--- src/rtl/lav_pkg.sv ---
// Shared types and constants for the lavatory arbiter: slot states, genders,
// and a lowest-free-slot picker used by the arbitration logic.
package lav_pkg;

    localparam int N_LAV           = 3;
    localparam int FEMALE_ONLY_LAV = 0;

    typedef enum logic [1:0] {
        FREE     = 2'd0,
        OCCUPIED = 2'd1,
        OVERTIME = 2'd2
    } lav_state_t;

    typedef enum logic {
        F = 1'b0,
        M = 1'b1
    } gender_t;

    // Index of the lowest set bit; returns 0 for an empty mask (caller gates on eligibility).
    function automatic logic [1:0] lowest_free(input logic [N_LAV-1:0] mask);
        lowest_free = 2'd0;
        for (int i = N_LAV - 1; i >= 0; i--) begin
            if (mask[i]) lowest_free = i[1:0];
        end
    endfunction

endpackage

--- src/rtl/lav_arbiter_if.sv ---
// Request/grant/status bundle between the switch/LED shell and the lavatory arbiter.
interface lav_arbiter_if #(
    parameter int MAX_WAIT = 7
);
    import lav_pkg::*;

    localparam int WW = $clog2(MAX_WAIT + 1);

    // Pulse semantics, no backpressure: req_f/req_m/rel are single-cycle pulses
    // counted once per high cycle; grant_valid and overflow are single-cycle
    // registered pulses; everything else is level status from registers.
    logic                   req_f;
    logic                   req_m;
    logic [N_LAV-1:0]       rel;
    logic                   grant_valid;
    logic [1:0]             grant_lav;
    logic                   grant_gender;
    logic [N_LAV-1:0]       occupied;
    logic [N_LAV-1:0]       alarm;
    logic [WW-1:0]          wait_f;
    logic [WW-1:0]          wait_m;
    logic                   overflow;
    logic [2*N_LAV-1:0]     slot_state;

    modport master (
        output req_f, req_m, rel,
        input  grant_valid, grant_lav, grant_gender, occupied, alarm,
               wait_f, wait_m, overflow, slot_state
    );

    modport slave (
        input  req_f, req_m, rel,
        output grant_valid, grant_lav, grant_gender, occupied, alarm,
               wait_f, wait_m, overflow, slot_state
    );

endinterface

--- src/rtl/lav_slot.sv ---
// One lavatory: FREE/OCCUPIED/OVERTIME state machine with an occupancy timer.
module lav_slot
    import lav_pkg::*;
#(
    parameter int TIMEOUT = 16
) (
    input  logic       clk_2,
    input  logic       reset,
    input  logic       grant,
    input  logic       rel,
    output logic       occupied,
    output logic       alarm,
    output lav_state_t state
);

    localparam int TW = (TIMEOUT > 2) ? $clog2(TIMEOUT) : 1;
    localparam logic [TW-1:0] TIMER_LAST = TW'(TIMEOUT - 1);

    lav_state_t     state_q, state_d;
    logic [TW-1:0]  timer_q, timer_d;

    always_ff @(posedge clk_2) begin
        if (reset) begin
            state_q <= FREE;
            timer_q <= '0;
        end else begin
            state_q <= state_d;
            timer_q <= timer_d;
        end
    end

    // Timer reaching TIMEOUT-1 makes the alarm rise exactly TIMEOUT edges after the grant.
    always_comb begin
        state_d = state_q;
        timer_d = timer_q;
        case (state_q)
            FREE: begin
                if (grant) begin
                    state_d = OCCUPIED;
                    timer_d = '0;
                end
            end
            OCCUPIED: begin
                if (rel) begin
                    state_d = FREE;
                    timer_d = '0;
                end else if (timer_q == TIMER_LAST) begin
                    state_d = OVERTIME;
                end else begin
                    timer_d = timer_q + TW'(1);
                end
            end
            OVERTIME: begin
                if (rel) begin
                    state_d = FREE;
                    timer_d = '0;
                end
            end
            default: begin
                state_d = FREE;
                timer_d = '0;
            end
        endcase
    end

    assign occupied = (state_q != FREE);
    assign alarm    = (state_q == OVERTIME);
    assign state    = state_q;

endmodule

--- src/rtl/lav_arbiter.sv ---
// Shares three lavatories between female and male queues: waiting counters,
// gender round-robin, lowest-index slot choice, and per-slot occupancy FSMs.
module lav_arbiter
    import lav_pkg::*;
#(
    parameter int MAX_WAIT = 7,
    parameter int TIMEOUT  = 16
) (
    input  logic         clk_2,
    input  logic         reset,
    lav_arbiter_if.slave bus
);

    localparam int WW = $clog2(MAX_WAIT + 1);
    localparam logic [WW-1:0]    WAIT_MAX  = WW'(MAX_WAIT);
    localparam logic [WW-1:0]    WAIT_ONE  = WW'(1);
    localparam logic [N_LAV-1:0] MALE_MASK = ~(N_LAV'(1) << FEMALE_ONLY_LAV);

    logic [WW-1:0]      wait_f_q, wait_f_d;
    logic [WW-1:0]      wait_m_q, wait_m_d;
    gender_t            last_served_q;
    logic               grant_valid_q;
    logic [1:0]         grant_lav_q;
    logic               grant_gender_q;
    logic               overflow_q, overflow_d;

    logic [N_LAV-1:0]   occ, alm, free, slot_grant;
    logic [2*N_LAV-1:0] slot_state_w;
    logic               elig_f, elig_m, win_f, win_m;
    logic [1:0]         lav_sel;

    assign free = ~occ;

    always_comb begin
        elig_f = (wait_f_q != '0) && (free != '0);
        elig_m = (wait_m_q != '0) && ((free & MALE_MASK) != '0);
        win_f  = 1'b0;
        win_m  = 1'b0;
        if (elig_f && elig_m) begin
            if (last_served_q == M) win_f = 1'b1;
            else                    win_m = 1'b1;
        end else begin
            win_f = elig_f;
            win_m = elig_m;
        end
        lav_sel = win_m ? lowest_free(free & MALE_MASK) : lowest_free(free);
        for (int i = 0; i < N_LAV; i++) begin
            slot_grant[i] = (win_f || win_m) && (lav_sel == i[1:0]);
        end
    end

    // A same-cycle grant frees a place, so a request at saturation is only dropped without one.
    always_comb begin
        wait_f_d   = wait_f_q;
        wait_m_d   = wait_m_q;
        overflow_d = 1'b0;
        if (bus.req_f && !win_f) begin
            if (wait_f_q == WAIT_MAX) overflow_d = 1'b1;
            else                      wait_f_d   = wait_f_q + WAIT_ONE;
        end else if (!bus.req_f && win_f) begin
            wait_f_d = wait_f_q - WAIT_ONE;
        end
        if (bus.req_m && !win_m) begin
            if (wait_m_q == WAIT_MAX) overflow_d = 1'b1;
            else                      wait_m_d   = wait_m_q + WAIT_ONE;
        end else if (!bus.req_m && win_m) begin
            wait_m_d = wait_m_q - WAIT_ONE;
        end
    end

    always_ff @(posedge clk_2) begin
        if (reset) begin
            wait_f_q       <= '0;
            wait_m_q       <= '0;
            last_served_q  <= M;
            grant_valid_q  <= 1'b0;
            grant_lav_q    <= 2'd0;
            grant_gender_q <= 1'b0;
            overflow_q     <= 1'b0;
        end else begin
            wait_f_q       <= wait_f_d;
            wait_m_q       <= wait_m_d;
            grant_valid_q  <= win_f || win_m;
            grant_lav_q    <= (win_f || win_m) ? lav_sel : 2'd0;
            grant_gender_q <= win_m;
            overflow_q     <= overflow_d;
            if (win_f)      last_served_q <= F;
            else if (win_m) last_served_q <= M;
        end
    end

    for (genvar i = 0; i < N_LAV; i++) begin : g_slot
        lav_state_t st;
        lav_slot #(.TIMEOUT(TIMEOUT)) u_slot (
            .clk_2    (clk_2),
            .reset    (reset),
            .grant    (slot_grant[i]),
            .rel      (bus.rel[i]),
            .occupied (occ[i]),
            .alarm    (alm[i]),
            .state    (st)
        );
        assign slot_state_w[2*i +: 2] = st;
    end

    assign bus.grant_valid  = grant_valid_q;
    assign bus.grant_lav    = grant_lav_q;
    assign bus.grant_gender = grant_gender_q;
    assign bus.occupied     = occ;
    assign bus.alarm        = alm;
    assign bus.wait_f       = wait_f_q;
    assign bus.wait_m       = wait_m_q;
    assign bus.overflow     = overflow_q;
    assign bus.slot_state   = slot_state_w;

endmodule
--- src/flat_wrapper.sv ---
// flat-port wrapper written by rule: the top's interface ports become plain ports
module lav_arbiter_flat import lav_pkg::*;
#(
    parameter int MAX_WAIT = 7,
    parameter int TIMEOUT  = 16
)
  (clk_2, reset, bus_req_f, bus_req_m, bus_rel, bus_grant_valid, bus_grant_lav, bus_grant_gender, bus_occupied, bus_alarm, bus_wait_f, bus_wait_m, bus_overflow, bus_slot_state);
  lav_arbiter_if #(.MAX_WAIT(MAX_WAIT)) bus_i ();
  input  logic clk_2;
  input  logic reset;
  input wire logic [$bits(bus_i.req_f)-1:0] bus_req_f;
  input wire logic [$bits(bus_i.req_m)-1:0] bus_req_m;
  input wire logic [$bits(bus_i.rel)-1:0] bus_rel;
  output wire logic [$bits(bus_i.grant_valid)-1:0] bus_grant_valid;
  output wire logic [$bits(bus_i.grant_lav)-1:0] bus_grant_lav;
  output wire logic [$bits(bus_i.grant_gender)-1:0] bus_grant_gender;
  output wire logic [$bits(bus_i.occupied)-1:0] bus_occupied;
  output wire logic [$bits(bus_i.alarm)-1:0] bus_alarm;
  output wire logic [$bits(bus_i.wait_f)-1:0] bus_wait_f;
  output wire logic [$bits(bus_i.wait_m)-1:0] bus_wait_m;
  output wire logic [$bits(bus_i.overflow)-1:0] bus_overflow;
  output wire logic [$bits(bus_i.slot_state)-1:0] bus_slot_state;
  assign bus_i.req_f = bus_req_f;
  assign bus_i.req_m = bus_req_m;
  assign bus_i.rel = bus_rel;
  assign bus_grant_valid = bus_i.grant_valid;
  assign bus_grant_lav = bus_i.grant_lav;
  assign bus_grant_gender = bus_i.grant_gender;
  assign bus_occupied = bus_i.occupied;
  assign bus_alarm = bus_i.alarm;
  assign bus_wait_f = bus_i.wait_f;
  assign bus_wait_m = bus_i.wait_m;
  assign bus_overflow = bus_i.overflow;
  assign bus_slot_state = bus_i.slot_state;
  lav_arbiter #(.MAX_WAIT(MAX_WAIT), .TIMEOUT(TIMEOUT)) u_core (.clk_2(clk_2), .reset(reset), .bus(bus_i));
endmodule
--- config.mk ---
export PLATFORM = sky130hd
export DESIGN_NAME = lav_arbiter_flat
export DESIGN_NICKNAME = d
export VERILOG_FILES = /design/src/rtl/lav_pkg.sv /design/src/rtl/lav_arbiter_if.sv /design/src/rtl/lav_slot.sv /design/src/rtl/lav_arbiter.sv /design/src/flat_wrapper.sv
export SDC_FILE = /design/constraint.sdc
export NUM_CORES = 1
export LEC_CHECK = 0
export ABC_AREA = 1
export CAP_MARGIN = 20
export CORE_MARGIN = 4
export CORE_UTILIZATION = 35
export DETAILED_ROUTE_END_ITERATION = 7
export SLEW_MARGIN = 10
export SYNTH_ARGS = -nofsm -noshare
export SYNTH_HDL_FRONTEND = slang
export SYNTH_SLANG_ARGS = --single-unit
export TNS_END_PERCENT = 30
--- constraint.sdc ---
create_clock -name clk_2 -period 2.4 [get_ports clk_2]
set_input_delay 0.36 -clock clk_2 [delete_from_list [all_inputs] [get_ports clk_2]]
set_output_delay 0.36 -clock clk_2 [all_outputs]
set_load 0.03 [all_outputs]
# Word level (Yosys, flattened, before mapping)
# Cells that the tools add are included.
# classes
n_eq_ne,27
order_cmp,0
n_addsub,7
mux,50
shifts,0
n_div,0
reduce_logical,38
bitwise,2
n_mul,0
# op_table
cell,count
$mux W4,12
$pmux W4 S3,3
$mux W2,16
$mux W3,6
$ne A3 B3 Y1 const B,6
$pmux W2 S3,3
$reduce_and A3 Y1,6
$ne A2 B2 Y1 const B,8
$add A4 B1 Y4 const B,3
$eq A4 B4 Y1 const B,3
$reduce_bool A2 Y1,6
$reduce_bool A3 Y1,4
$logic_and A1 B1 Y1,10
$mux W1,10
$eq A2 B1 Y1 const B,4
$eq A2 B2 Y1 const B,4
$logic_not A2 Y1,4
$add A3 B1 Y3 const B,2
$eq A3 B3 Y1 const B,2
$sub A3 B1 Y3 const B,2
$logic_not A1 Y1,4
$reduce_and A2 Y1,2
$not A3 Y3,1
$reduce_or A2 Y1,1
2 further kinds,2
# word_totals
memories,0
rom_bits,0
register_bits,30
latchBits,0
ram_bits,0
input_bits,7

# Longest topological paths before layout
# depth
ltp_word,11
mapped_depth,13

# Hierarchy
# From an unflattened synthesis, not the netlist that was laid out.
# hier_totals
hier_cells,237
area_unflattened_um2,1710.4
# modules_own_cells
mod,area_each_um2,instances,seq_area_each_um2,cells_each
lav_slot,339.1,3,120.1,47
lav_arbiter,693.2,1,240.2,96

# Worst setup path after synthesis
# Ideal clock, no wire load.
# synth_timing
path_type,reg2reg
from,"register u_core.wait_m_q[0], in the netlist u_core.bus.wait_m[0]"
to,"register u_core.wait_f_q[2], in the netlist u_core.bus.wait_f[2]"
arrival_ns,1.812
setup_time_ns,0.115
path_stages_with_launch,11
setup_slack_ns,0.473
period_less_slack_ns,1.927
path_cell_list,dfxtp_1 nor2_1 nand2_1 nand3_1 nand2_4 nand2_1 fa_1 inv_1 nand2_1 a21oi_1 nor2_1
# synth_between
elab_chain_len,8
# synth_lines
item,line_no,rtl
"start, declared",lav_arbiter.sv:20,"logic [WW-1:0] wait_m_q, wait_m_d;"
"start signal, assigned",lav_arbiter.sv:82,wait_m_q <= wait_m_d;
$reduce_bool A3 Y1 *,lav_arbiter.sv:36,elig_m = (wait_m_q != '0) && ((free & MALE_MASK) != '0);
$logic_and A1 B1 Y1 *,lav_arbiter.sv:36,
$logic_and A1 B1 Y1 *,lav_arbiter.sv:39,if (elig_f && elig_m) begin
$mux W1 *,lav_arbiter.sv:39,
$logic_not A1 Y1,lav_arbiter.sv:57,if (bus.req_f && !win_f) begin
$logic_and A1 B1 Y1,lav_arbiter.sv:57,
$ne A2 B2 Y1 (no source line) or $reduce_bool A2 Y1 (tied branches),--,
$reduce_and A2 Y1 (no source line),--,
"end signal, assigned",lav_arbiter.sv:81,wait_f_q <= wait_f_d;
"end, declared",lav_arbiter.sv:19,"logic [WW-1:0] wait_f_q, wait_f_d;"
# Mark *: on every way between the ends. The rest lies on a longest branch, timed or not.
# A chain may end at the register's enable or synchronous reset.

# Worst setup path after layout
# layout_timing
from,register u_core.g_slot[2].u_slot.state_q[0]
to,output port bus_occupied[2]
# layout_between
elab_chain_len,1
# layout_lines
item,line_no,rtl
"start, declared",lav_slot.sv:19,"lav_state_t state_q, state_d;"
"start signal, assigned",lav_slot.sv:27,state_q <= state_d;
$reduce_bool A2 Y1,lav_slot.sv:66,assign occupied = (state_q != FREE);
"end, declared",flat_wrapper.sv:17,output wire logic [$bits(bus_i.occupied)-1:0] bus_occupied;
# No other way between the ends.

==> impl_metrics.json <==
{
  "power.leakage_nw": 0.859,
  "tns_ns": 0,
  "antenna_cells": 0,
  "reg2regPathDepth": 10,
  "fin_crit_ns": 1.89,
  "nets": 260,
  "worstMarginPinSlew_ns": 0.465,
  "maxSlewViolCount": 0,
  "setup_violations": 0,
  "critPathKind": "reg2out",
  "muxShareOfSynthArea_pct": 0,
  "ant_nets": 0,
  "syn-num-nets": 231,
  "rows": 24,
  "grt_setup_unrepaired": "false",
  "max-cap-violations": 0,
  "vias": 1391,
  "seq_area_frac_synth_pct": 37.4,
  "pwr-share-comb_pct": 53.9,
  "detail_route.iter0.violations": 90,
  "dpl_worst_slack_ns": 0.510,
  "synth_top_area_share_pct": 37.4,
  "cts_hold_buf": 0,
  "pwr-share-clk_pct": 15.6,
  "grt_max_degree": 22,
  "powerDensity_nw_per_um2": 1190,
  "whs_path_depth": 2,
  "fin_ws_ns": 0.515,
  "core-area_um2": 4380,
  "async_flop_share_pct": 0,
  "peakVddDrop_mv": 0.592,
  "use_met1_pct": 16.6,
  "fin_area_um2": 1990,
  "totalWireLength_um": 3120,
  "antenna_found_initial": 0,
  "fin_skew_ns": 0.00388,
  "syn_area_per_cell_um2": 7.34,
  "p_switching_mw": 1.09,
  "synth-seq-cells": 30,
  "multi_input_area_um2": 833,
  "post_cts_buffers": 0,
  "status": "finished, final reports clean",
  "firstDrtPassIters": 4,
  "start_util_pct": 36.6,
  "clock_latency_ns": 0.27,
  "path_max_fanout": 5,
  "syn_to_final_growth_pct": 24.1,
  "met3_usage_pct": 4.62,
  "synth_flop_cell": "dfxtp_1",
  "critPathLaunchType": "flip-flop",
  "clockBufferDepth": 2,
  "post-route-drc-count": 0,
  "yosys.area.top_type": "dfxtp_1",
  "grt_use_total_pct": 12.5,
  "required_ns": 2.04,
  "dieArea_um2": 5740,
  "drive_above_1_share_pct": 12.1,
  "worst_hold_path_type": "reg2reg",
  "syn-cell-area_um2": 1610,
  "synth_top_family_by_area": "simple AND/OR/NAND/NOR gates",
  "synth_most_common_cell": "nand2_1",
  "path_clk_slew_ns": 0.06,
  "synth_xor_area_share_pct": 1.64,
  "seq_power_share_pct": 30.5,
  "die_x_um": 75.8,
  "placed_area_um2": 1920,
  "post_cts_resized": 0,
  "power.share.switching_pct": 45.9,
  "portBuffers": 29,
  "postSynthCellCount": 219,
  "yosys.area_share.simple_pct": 35.0,
  "wl_per_cell_um": 10.4,
  "die_h_um": 75.8,
  "fmax_mhz": 530,
  "grt-ovfl-total": 0,
  "finalHoldViolations": 0,
  "vias_per_cell": 4.64,
  "synth_common_cells": "nand2_1, dfxtp_1, nor2_1, inv_1, nand3_1",
  "yosysWarnings": 0,
  "synth_area_leaders": "dfxtp_1, nand2_1, nor2_1",
  "synth_adder_area_share_pct": 4.83,
  "synth-edff-count": 0,
  "final.period_utilization_pct": 78.6,
  "synth-compound-area-share_pct": 10.4,
  "relSlewSlack_pct": 68.9,
  "place_congestion": 0.742,
  "crit_arrival_ns": 1.53,
  "cp-end-kind": "output port",
  "final_cells": 300,
  "nFillCells": 471,
  "grt_use_met2_pct": 18.3,
  "final_util_pct": 45.5,
  "cts_root_buf": "clkbuf_8",
  "cts_sinks": 30,
  "busiest_layer": "met2",
  "grt_pass1_vias": 1244,
  "h-tree-depth": 2,
  "synth.distinct_cells": 32,
  "grt_pass1_wl_um": 5490,
  "ios": 30,
  "dp_hpwl_um": 2410,
  "cts_made_buffers": 5,
  "power.internal_mw": 1.29,
  "regArea_um2": 601,
  "place_inst": 293,
  "cts_tree": "yes"
}
[layout by cell type, fill, tap and decap left out, drive strengths merged, types with 2 or more instances in the layout]
master	Yosys	final
o21bai	2	2
a21oi	16	16
clkdlybuf4s50	0	29
inv	31	31
ha	3	3
o21ai	5	5
clkbuf	2	7
nor4	2	2
nor3	4	4
nor2	30	30
dfxtp	30	30
nand2	46	46
xor2	3	3
nand3	26	26
fa	2	2
[metrics by stage]
step | hold slack, ns | power [mW]
floorplan | 0.438 | 1.68
global placement | 0.476 | 2.02
detailed placement | 0.477 | 2.04
CTS | 0.487 | 2.42
global route | 0.510 | 2.60
finish | 0.487 | 2.38
[worst paths after layout]
check | start | to | slack [ns]
max reg2reg | u_core.bus.wait_m[0]$_SDFFE_PP0P_ | u_core.bus.wait_f[2]$_SDFFE_PP0P_ | 0.53
min | u_core.g_slot[1].u_slot.timer_q[3]$_SDFFE_PP0P_ | u_core.g_slot[1].u_slot.timer_q[3]$_SDFFE_PP0P_ | 0.49
max | u_core.g_slot[2].u_slot.state[0]$_SDFFE_PP0P_ | bus_occupied[2] | 0.51
min reg2reg | u_core.g_slot[1].u_slot.timer_q[3]$_SDFFE_PP0P_ | u_core.g_slot[1].u_slot.timer_q[3]$_SDFFE_PP0P_ | 0.49
[power groups by stage]
stage / Combinational (mW) / Sequential, mW / Clock, mW
floorplan: 0.783 / 0.896 / 0
global placement: 1.28 / 0.739 / 0
detailed placement: 1.30 / 0.739 / 0
CTS: 1.30 / 0.730 / 0.386
global route: 1.44 / 0.751 / 0.404
finish: 1.28 / 0.727 / 0.372
[final cells by class]
type                       instances  share of cell area [%]
tap                               52                    3.26
timing repair buffer              30                    14.9
sequential                        30                    30.1
multi-input combinational        149                    41.8
clock buffer                       7                    3.83
inverter                          32                    6.03
[critical path, stage by stage (launching register included)]
cell,delay (ns)
dfxtp_1,0.39
inv_1,0.09
nand2_4,0.10
clkdlybuf4s50_1,0.67
[metal layers]
metal | share of wire [%] | routed length (um)
met4 | 1.8 | 55
met1 | 51 | 1610
met5 | 0 | 0
met2 | 41 | 1280
met3 | 5.7 | 179
[logic make-up (layout without fill, tap and decap cells)]
family,count (synthesis),after routing
compound gates,28,28
fa+ha+maj,5,5
simple gates,113,113
flops,30,30
xor+xnor,3,3
buf+inv,40,69
[state kept, by name (all words and copies together) (netlist names)]
signal                        count
u_core.last_served_q              1
u_core.g_slot.u_slot.state        6
u_core.bus.wait_m                 3
u_core.bus.grant_valid            1
u_core.g_slot.u_slot.timer_q     12
u_core.bus.grant_gender           1
u_core.bus.overflow               1
u_core.bus.wait_f                 3
u_core.bus.grant_lav              2
Power figures use the tool's default switching activity.
==> patch 1: new RTL, config.mk and constraints unchanged <==
Make the reset (`reset`) asynchronous in 2 clocked blocks.
--- a/src/rtl/lav_slot.sv
+++ b/src/rtl/lav_slot.sv
@@ -21,3 +21,3 @@
 
-    always_ff @(posedge clk_2) begin
+    always_ff @(posedge clk_2 or posedge reset) begin
         if (reset) begin
--- a/src/rtl/lav_arbiter.sv
+++ b/src/rtl/lav_arbiter.sv
@@ -70,3 +70,3 @@
 
-    always_ff @(posedge clk_2) begin
+    always_ff @(posedge clk_2 or posedge reset) begin
         if (reset) begin
Function: differs if reset is asserted again (counterexample within 4 cycles, from zero or initial values and one cycle with reset high); with reset held inactive, the same outputs for 10 cycles.
==> patch 1 against the unedited design <==
  * Cell area is 7.8% higher
  * Sequential cell count unchanged
  * Area after synthesis up 7.9%
  * Wire length about the same
  * Total power rose by 20%
  * First-iteration DRC count shrank 26%
  * Setup slack lost 0.086 ns
  * Via count down 3.7%
==> patch 1: results (changes against the unedited design) <==
| Metric | Value |
|---|---|
| Status | `finished clean` |
| Placement Cell Area | `2070 um2 (+8.0%)` |
| Adder-cell share of the synthesized area | `4.48% (-0.35 points)` |
| Worst R2R End | `u_core.bus.wait_f[2]` |
| Min-delay worst type | `input pin to async pin` |
| Multi-In Gates | `134 (-10%)` |
| Xor/xnor share of the synthesized area | `3.03% (+1.4 points)` |
| Total number of vias | `1,339 (-3.7%)` |
| CP Capture Type | `flop` |
| Worst R2R Path Depth | `15 (+5)` |
| First-pass GRT wire length | `5550 um (+1.1%)` |
| Post-synth top cells | `49 x nand2_1, 33 x inv_1, 29 x dfrtp_1` |
| Sw Ratio | `47.4% (+1.5 points)` |
| Total GRT Usage | `11.5% (-0.94 points)` |
| Worst-Margin Slew | `0.377 ns (-0.0873 ns)` |
| Met1 usage | `15.3% (-1.3 points)` |
| Met3 Track Usage GR | `2.87% (-1.8 points)` |
| Signal buf overhead | `13.9% (-1.1 points)` |
| Hpwl dp | `2350 um (-2.6%)` |
| Vias in the first global route | `1,248 (+0.32%)` |
| Clock skew | `0.00978 ns (+0.00590 ns)` |
| Num rows | `25 (+4.2%)` |
| Pre-CTS WS | `0.378 ns (-0.131 ns)` |
| GR Util met2 | `16.4% (-1.9 points)` |
| Reg2reg setup slack | `0.43 ns (-0.10 ns)` |
| Worst skew pair latency | `0.29 ns (+0.02 ns)` |
| Seq. cell area | `752 um2 (+25%)` |
| Post-Syn Instances | `210 (-4.1%)` |
| Seq/Total Area, Yosys | `43.4% (+6.0 points)` |
| Drt total wl | `3130 um (about the same)` |
| Initial DRC count | `67 (-26%)` |
| Final nets | `253 (-2.7%)` |
| Worst hold slack | `0.444 ns (-0.0428 ns)` |
| Async S/R FF share, synth | `100% (+100 points)` |
| Count of cell types in the netlist | `23 (-28%)` |
| P_clk | `393 uW (+5.6%)` |
[patch 1: changes by cell type after synthesis, sizes merged, moves of 3 or more]
cell / unedited run / this run
dfxtp: 30 / 0
dfrtp: 0 / 29
nand2: 46 / 66
a21oi: 16 / 0
nor2: 30 / 17
nand3: 26 / 16
inv: 31 / 40
o21ai: 5 / 12
nand4: 1 / 7
nor3: 4 / 1
xor2: 3 / 6
[patch 1: kinds of logic (layout without fill, tap and decap cells)]
| group | Yosys count | count (layout) |
|---|---|---|
| adders and majority gates | 5 | 5 |
| DFF | 30 | 30 |
| xor gates and xnor gates | 6 | 6 |
| buffers and inverters | 46 | 78 |
| AOI/OAI and AO/OA | 13 | 13 |
| and+or+nand+nor | 110 | 110 |
[patch 1: layer usage]
layer / wire length [um] / part of all wire, % / vias to the layer above
li1: - / - / 703
met1: 1500 / 48 / 594
met2: 1360 / 43 / 35
met3: 178 / 5.7 / 7
met4: 93 / 3.0 / 0
met5: 0 / 0 / -
==> patch 2: new RTL, same settings <==
Made on the original files. `TIMEOUT` is set to 16 in 3 places; all go to 8.
--- a/src/rtl/lav_slot.sv
+++ b/src/rtl/lav_slot.sv
@@ -4,3 +4,3 @@
 #(
-    parameter int TIMEOUT = 16
+    parameter int TIMEOUT = 8
 ) (
--- a/src/rtl/lav_arbiter.sv
+++ b/src/rtl/lav_arbiter.sv
@@ -6,3 +6,3 @@
     parameter int MAX_WAIT = 7,
-    parameter int TIMEOUT  = 16
+    parameter int TIMEOUT  = 8
 ) (
--- a/src/flat_wrapper.sv
+++ b/src/flat_wrapper.sv
@@ -4,3 +4,3 @@
     parameter int MAX_WAIT = 7,
-    parameter int TIMEOUT  = 16
+    parameter int TIMEOUT  = 8
 )
Function: same outputs for any inputs over 10 cycles, from zero or initial values and one cycle with reset high; that may be too few to reach the edited logic, so the function may still have changed.
==> patch 2 against the unedited design <==
  * Fmax shrank 6.6%
  * Synthesized cell count shrank 14%
  * Sequential cell count shrank 3
  * Sequential power shrank 13%
  * Area after synthesis shrank 12%
  * Largest cell class unchanged
  * Die area shrank 11%
  * Worst hold slack lost 0.014 ns
  * Setup slack lost 0.13 ns
  * Total power shrank 14%
  * Clock skew grew 0.0014 ns
  * Count of clock-buffer cells in the layout shrank 3
  * Cell area shrank 12%
  * Wire length shrank 11%
  * Via count shrank 9.8%
==> patch 2: results (changes against the unedited design) <==
| Metric | Value |
|---|---|
| Ranking of synthesized cells by area | `dfxtp_1 38%, nand2_1 8.8%, inv_1 6.4%` |
| H-tree Lvls | `1 (-1)` |
| Worst Path Max Fanout | `4 (-1)` |
| DR WL/cell | `10.5 um (+1.2%)` |
| Min-delay worst type | `flop to flop` |
| Total number of vias | `1,254 (-9.8%)` |
| Clock skew | `0.00527 ns (+0.00140 ns)` |
| Placer Congestion | `0.844 (+14%)` |
| Peak supply drop | `378 uV (-36%)` |
| Final nets | `231 (-11%)` |
| Worst skew pair latency | `0.27 ns (about the same)` |
| CP peak stage delay | `0.39 ns (-0.28 ns)` |
| Placed Instances | `259 (-12%)` |
| Warnings, synthesis | `0 (unchanged)` |
| Met3 Track Usage GR | `2.95% (-1.7 points)` |
| First-pass DRT Iterations | `4 (unchanged)` |
| Worst path slowest cell | `dfxtp_1` |
| WL met3 | `211 um (+18%)` |
| Hpwl dp | `2090 um (-13%)` |
| Syn avg cell area | `7.49 um2 (+2.2%)` |
| Async S/R FF share, synth | `0% (unchanged)` |
| Power share of the sequential group | `30.7% (+0.2 points)` |
| Largest net degree at the start of global routing | `18 (-18%)` |
| Power Combinational | `1170 uW (-9%)` |
| Proportion of layout cells with a drive suffix above 1 | `11.2% (-0.93 points)` |
| Status | `finished clean` |
| Fill cells | `382 (-19%)` |
| Seq/Total Area, Yosys | `38.4% (+0.98 points)` |
| GR Util met2 | `18.5% (+0.12 points)` |
| Reg clk slew, reported paths | `0.09 ns (+0.03 ns)` |
| Met1 usage | `16.0% (-0.67 points)` |
| Post-synth top cells | `33 x nand2_1, 27 x dfxtp_1, 24 x inv_1` |
| Initial antenna violation count | `0 (unchanged)` |
| Met2 wire length | `1160 um (-9.5%)` |
| Synth Area in Compound Gates | `11.1% (+0.74 points)` |
| DRT met1 WL | `1350 um (-16%)` |
| First-pass GRT wire length | `4950 um (-9.8%)` |
| Initial DRC count | `107 (+19%)` |
| Static leakage | `0.000762 uW (-11%)` |
| Vias in the first global route | `1,159 (-6.8%)` |
| Total GRT Usage | `12.0% (-0.49 points)` |
| TritonCTS Buffers | `3 (-2)` |
| Max reg flops | `9 (-3)` |
| NetSw | `940 uW (-14%)` |
| Xor/xnor share of the synthesized area | `0% (-1.6 points)` |
| Via-per-instance ratio | `4.77 (+2.8%)` |
| CP delay by family, top | `simple AND/OR/NAND/NOR gates` |
| CP Data Arrival Time | `2.19 ns (+0.66 ns)` |
| Post-synth net total | `203 (-12%)` |
| Adder-cell share of the synthesized area | `8.17% (+3.3 points)` |
| Count of cell types in the netlist | `27 (-16%)` |
| Worst-Margin Slew | `0.675 ns (+0.211 ns)` |
## patch 2: changes by cell type in the layout (fill, tap and decap cells not counted), sizes merged, moves of 2 or more
cell    unedited run  this run
buf                1         3
clkbuf             7         4
dfxtp             30        27
ha                 3         6
nand2             46        38
nand3             26        13
nand4              1         6
nor2              30        22
xor2               3         0
## patch 2: layout make-up
cell class                 count  share of cell area [%]
multi-input combinational    122                    39.2
sequential                    27                    30.7
timing repair buffer          32                    17.7
inverter                      30                    6.39
tap                           48                    3.41
clock buffer                   4                    2.56
## patch 2: kinds of logic after synthesis
family                   count (synthesis)
buffers and inverters                   39
AO/OA/AOI/OAI                           27
flip-flops                              27
AND/OR/NAND/NOR                         87
adder cells (fa/ha/maj)                  8
## patch 2: metrics by stage
step / worst slack (ns) / instance area, um2 / hold WS, ns / power (uW) / util [%]
after CTS: 0.382 / 1760 / 0.474 / 2080 / 46.7
after detailed placement: 0.356 / 1720 / 0.459 / 1810 / 45.6
after floorplan: 0.295 / 1410 / 0.444 / 1470 / -
after global placement: 0.373 / 1720 / 0.455 / 1810 / 45.6
final: 0.382 / 1760 / 0.473 / 2050 / 46.7
after global routing: 0.177 / 1760 / 0.491 / 2250 / 46.7
## patch 2: path summary, 6_finish.rpt
path                                                         start                            endpoint  slack, ns  depth (start not counted)
worst max-delay path                          u_core.bus.wait_f[0]                u_core.bus.wait_m[2]       0.38                         11
worst max register to register                u_core.bus.wait_f[0]                u_core.bus.wait_m[2]       0.38                         11
worst min register to register  u_core.g_slot[0].u_slot.timer_q[2]  u_core.g_slot[0].u_slot.timer_q[2]       0.47                          2
worst min-delay path            u_core.g_slot[0].u_slot.timer_q[2]  u_core.g_slot[0].u_slot.timer_q[2]       0.47                          2
